==> config.mk <==
export PLATFORM = sky130hd
export DESIGN_NAME = sfifo_rd_stream
export DESIGN_NICKNAME = d
export VERILOG_FILES = /design/src/rtl/sfifo_rd_stream.sv
export SDC_FILE = /design/constraint.sdc
export NUM_CORES = 1
export LEC_CHECK = 0
export ABC_AREA = 1
export CORE_MARGIN = 8
export CORE_UTILIZATION = 52
export CTS_CLUSTER_DIAMETER = 200
export DETAILED_ROUTE_END_ITERATION = 10
export PLACE_DENSITY = 0.82
export SLEW_MARGIN = 20
export SYNTH_ARGS = -nofsm -noshare
export SYNTH_HDL_FRONTEND = slang
export SYNTH_SLANG_ARGS = --single-unit
==> constraint.sdc <==
create_clock -name clk -period 4.7 [get_ports clk]
set_input_delay 0.94 -clock clk [delete_from_list [all_inputs] [get_ports clk]]
set_output_delay 0.94 -clock clk [all_outputs]
set_load 0.02 [all_outputs]
==> src/rtl/sfifo_rd_stream.sv <==
// sfifo_rd_stream: drains an sfifo with a registered read port and presents
// the words on a valid/ready stream. A 2-entry skid buffer together with a
// one-bit in-flight tracker sustains one word per cycle. The block never pops
// an empty FIFO and never pulls more words than the buffer can hold.
//
// Ports:
//   clk          clock, all state updates on posedge
//   rst          synchronous reset, active-high
//   fifo_rempty  sfifo empty flag (registered inside the FIFO)
//   fifo_rdata   sfifo read data, valid the cycle after fifo_rinc
//   fifo_rinc    pop request to sfifo (combinational, gated by rst)
//   m_valid      output word available
//   m_ready      downstream accepts
//   m_data       output word, head of the skid buffer
//   word_cnt     accepted-word counter, 32 bits, wraps (only with
//                SFIFO_RD_CNT_EN defined)
//
// Build option: define SFIFO_RD_CNT_EN to compile in word_cnt.
module sfifo_rd_stream #(
  parameter int unsigned WIDTH = 8,
  parameter int unsigned SKID  = 2
) (
  input  logic             clk,
  input  logic             rst,
  input  logic             fifo_rempty,
  input  logic [WIDTH-1:0] fifo_rdata,
  output logic             fifo_rinc,
  output logic             m_valid,
  input  logic             m_ready,
  output logic [WIDTH-1:0] m_data
`ifdef SFIFO_RD_CNT_EN
  ,
  output logic [31:0]      word_cnt
`endif
);

  localparam int unsigned CNT_W = 2;
  localparam int unsigned SUM_W = 3;

  logic [CNT_W-1:0] cnt_q, cnt_d;
  logic             inflight_q;
  logic             wptr_q;
  logic             rptr_q;
  logic [WIDTH-1:0] mem_q [SKID];

  logic             pop_c;
  logic [SUM_W-1:0] sum_c;

  // Occupancy after this cycle's pop, counting the word already requested.
  // A pop implies cnt_q >= 1, so the subtraction cannot underflow.
  always_comb begin
    pop_c = m_valid & m_ready;
    sum_c = SUM_W'(cnt_q) + SUM_W'(inflight_q) - SUM_W'(pop_c);
    cnt_d = cnt_q + CNT_W'(inflight_q) - CNT_W'(pop_c);
  end

  assign m_valid   = (cnt_q != '0);
  assign m_data    = mem_q[rptr_q];
  // Only request a word when a slot is guaranteed free on its arrival.
  assign fifo_rinc = !rst && !fifo_rempty && (sum_c < SUM_W'(SKID));

  // Skid buffer, pointers, occupancy and in-flight tracking.
  always_ff @(posedge clk) begin
    if (rst) begin
      cnt_q      <= '0;
      inflight_q <= 1'b0;
      wptr_q     <= 1'b0;
      rptr_q     <= 1'b0;
      for (int i = 0; i < SKID; i++) begin
        mem_q[i] <= '0;
      end
    end else begin
      inflight_q <= fifo_rinc;
      if (inflight_q) begin
        mem_q[wptr_q] <= fifo_rdata;
        wptr_q        <= ~wptr_q;
      end
      if (pop_c) begin
        rptr_q <= ~rptr_q;
      end
      cnt_q <= cnt_d;
    end
  end

`ifdef SFIFO_RD_CNT_EN
  logic [31:0] word_cnt_q;

  // Count accepted words; wraps naturally at 2^32.
  always_ff @(posedge clk) begin
    if (rst) begin
      word_cnt_q <= '0;
    end else if (pop_c) begin
      word_cnt_q <= word_cnt_q + 32'd1;
    end
  end

  assign word_cnt = word_cnt_q;
`endif

endmodule

==> out/results.ini <==
[run_status]
status = complete, no violations

[critical_path]
endpoint_kind = output port
path_class = input port to output port
cp_common_cell = inv_1
crit_cells = 11
reg2reg_depth = 9
worst_r2r_startpoint = cnt_q[1]
rr_endpoint = inflight_q
start_kind = input port
endpoint = fifo_rinc
crit_path_cell_trace = clkdlybuf4s50_1, inv_1, nor2_2, ha_1, inv_1, ha_1, fa_1, inv_1, nand2_1, nor2_1, clkdlybuf4s50_1
required_ns = 3.76
crit_fanout = 2
crit_family = buffers and inverters
cp_num_buf_inv = 5
arrival_ns = 3.31
cp-startpoint = m_ready
cpMaxStageDelayCell = clkdlybuf4s50_1
ff2ff_setup_slack_ns = 2.93
cp_slowest_stage_delay_ns = 0.61

[logic_synthesis]
synth_edf_count = 16
synth.cell_area_um2 = 975
ys_types = 15
synth.avg_cell_area_um2 = 11.0
ys_seq_area_frac = 0.616
ys_ff_latch = 22
yosysWarnings = 0
synth.most_common_cell = nor2_1
synth_fp_nets = 104
synth_flop_cell = edfxtp_1
yosysTopAreaCell = edfxtp_1
async_flop_share = 0
synthTopCellsByArea = edfxtp_1, dfxtp_1, nor2_1
synth_common_cells = nor2_1, edfxtp_1, inv_1, mux2_2
netlist_instances = 89
synth.top_cell.area_share = 0.493

[min_path]
hold_class = flip-flop to flip-flop

[sta]
rsz0062_at_grt = false
tightest_slew_ns = 0.383
tns_ns = 0
fin_crit_sh = 0.904
finalHoldViolCount = 0
fin_worst_skew_ns = 0.00518
fmax_mhz = 235
layout_min_cycle_time_ns = 4.25
drv_slew = 0
setup_ws_ns = 0.453
finalSetupViolCount = 0
slew_headroom = 0.744

[cells_and_area]
final_cells = 138
nNetsFinal = 129
syn2layout_area_growth_pct = 26.3
drive_gt1_frac = 0.150
fillers = 145
final_util = 0.705
antenna_cells = 0

[clocking]
ctsResizeCount = 0
cts_root_buf = clkbuf_4
cts_tree = done
ctsHtreeMaxLevel = 1
clk_latency_ns = 0.30
cts_buffers = 3
clk_pin_slew_worst_paths_ns = 0.11
holdBufCountCts = 0
cts_sinks = 22
cts_buffer_depth = 2
cts_setup_buffers = 0

[placed_design]
port_buffers = 21
hpwl_um = 1290
gp_congestion = 0.692
post-place-ws_ns = 0.441
dp_cells = 134

[pwr]
p_leak_nw = 0.529
irDropWorstVdd_mv = 0.294
design_power_total_uw = 575
powerDensity_nw_per_um2 = 467

[floorplan]
coreArea_um2 = 1750
initial_utilization = 0.558
fp.dieH_um = 59.3
die-area_um2 = 3520
chipWidth_um = 59.3
ios = 22
rows = 15

[grt]
grt_antenna_before_repair = 0
grt_max_degree = 13
grtUsageTotal = 0.105
grt_pass1_wl_um = 2790
grt_pass1_vias = 673
overflow = 0

[detailed_routing]
drt_drc_violations_left = 0
vias = 647
detail_route.wl_per_cell_um = 12.3
viasPerCell = 4.69
drt_iter0_markers = 11
dr.pass1.iters = 4
wl_um = 1700
final_antenna_net_count = 0

[flow_run]
maxCapViolations = 0

worst min path at each step:
stage	from	to	slack (ns)	cells after the start
finish	wptr_q	wptr_q	0.52	2
global route	wptr_q	wptr_q	0.55	2
CTS	wptr_q	wptr_q	0.52	2
detailed placement	wptr_q	wptr_q	0.50	2
global placement	rptr_q	rptr_q	0.49	2
floorplan	rptr_q	flip-flop	0.47	2
state kept, by name, summed over array words and instances (netlist names), named ones only:
name,cells
mem_q,16
cnt_q,2
inflight_q,1
rptr_q,1
wptr_q,1
routing by layer:
metal | GRT usage | part of all wire | wire, um
met5 | 0 | 0 | 0
met4 | 0.0512 | 0.017 | 28
met3 | 0.0304 | 0.051 | 87
met2 | 0.193 | 0.53 | 894
met1 | 0.103 | 0.40 | 685
logic make-up (layout without fill, tap and decap cells):
| group | after synthesis | in the layout | synth area share |
|---|---|---|---|
| buf+inv | 18 | 42 | 0.0770 |
| simple gates | 37 | 37 | 0.159 |
| flops | 22 | 22 | 0.616 |
| fa+ha+maj | 3 | 3 | 0.0462 |
| mux | 8 | 8 | 0.0924 |
| xor+xnor | 1 | 1 | 0.00899 |
worst reg2reg max path, cell delays in order (launching register included):
cell and delay, ns:
dfxtp_1 0.35, nor2_1 0.13, nor2_2 0.05, ha_1 0.27, inv_1 0.04, ha_1 0.18, fa_1 0.48, inv_1 0.05
nand2_1 0.08, nor2_1 0.05
metrics by stage:
| stage | hold slack [ns] | instance area (um2) |
|---|---|---|
| global route | 0.550 | 1230 |
| finish | 0.516 | 1230 |
| global placement | 0.491 | 1200 |
| detailed placement | 0.500 | 1200 |
| CTS | 0.520 | 1230 |
| floorplan | 0.467 | 975 |
cells in the final DEF, fill, tap and decap left out:
master | Yosys | layout
clkbuf_1 | 0 | 1
clkbuf_4 | 0 | 3
clkdlybuf4s50_1 | 0 | 21
dfxtp_1 | 6 | 6
edfxtp_1 | 16 | 16
fa_1 | 1 | 1
ha_1 | 2 | 2
inv_1 | 15 | 15
inv_2 | 2 | 2
mux2_2 | 8 | 8
nand2_1 | 6 | 6
nand2_2 | 1 | 1
nand3_1 | 2 | 2
nand3_2 | 1 | 1
nor2_1 | 25 | 25
nor2_2 | 2 | 2
xnor2_1 | 1 | 1
cell type report:
cell class | instances | area, um2 | share of cell area
inverters | 17 | 63.8 | 0.0518
clock buffers | 4 | 26.3 | 0.0213
flip-flops and latches | 22 | 601 | 0.488
repair buffers | 21 | 210 | 0.171
multi-input cells | 49 | 299 | 0.243
well taps | 25 | 31.3 | 0.0254
report_power, final:
part | switching (mW) | internal, mW
combinational | 0.114 | 0.106
sequential | 0.0232 | 0.246
clock | 0.0519 | 0.0330
No activity file was read; power rests on OpenSTA's default activity.
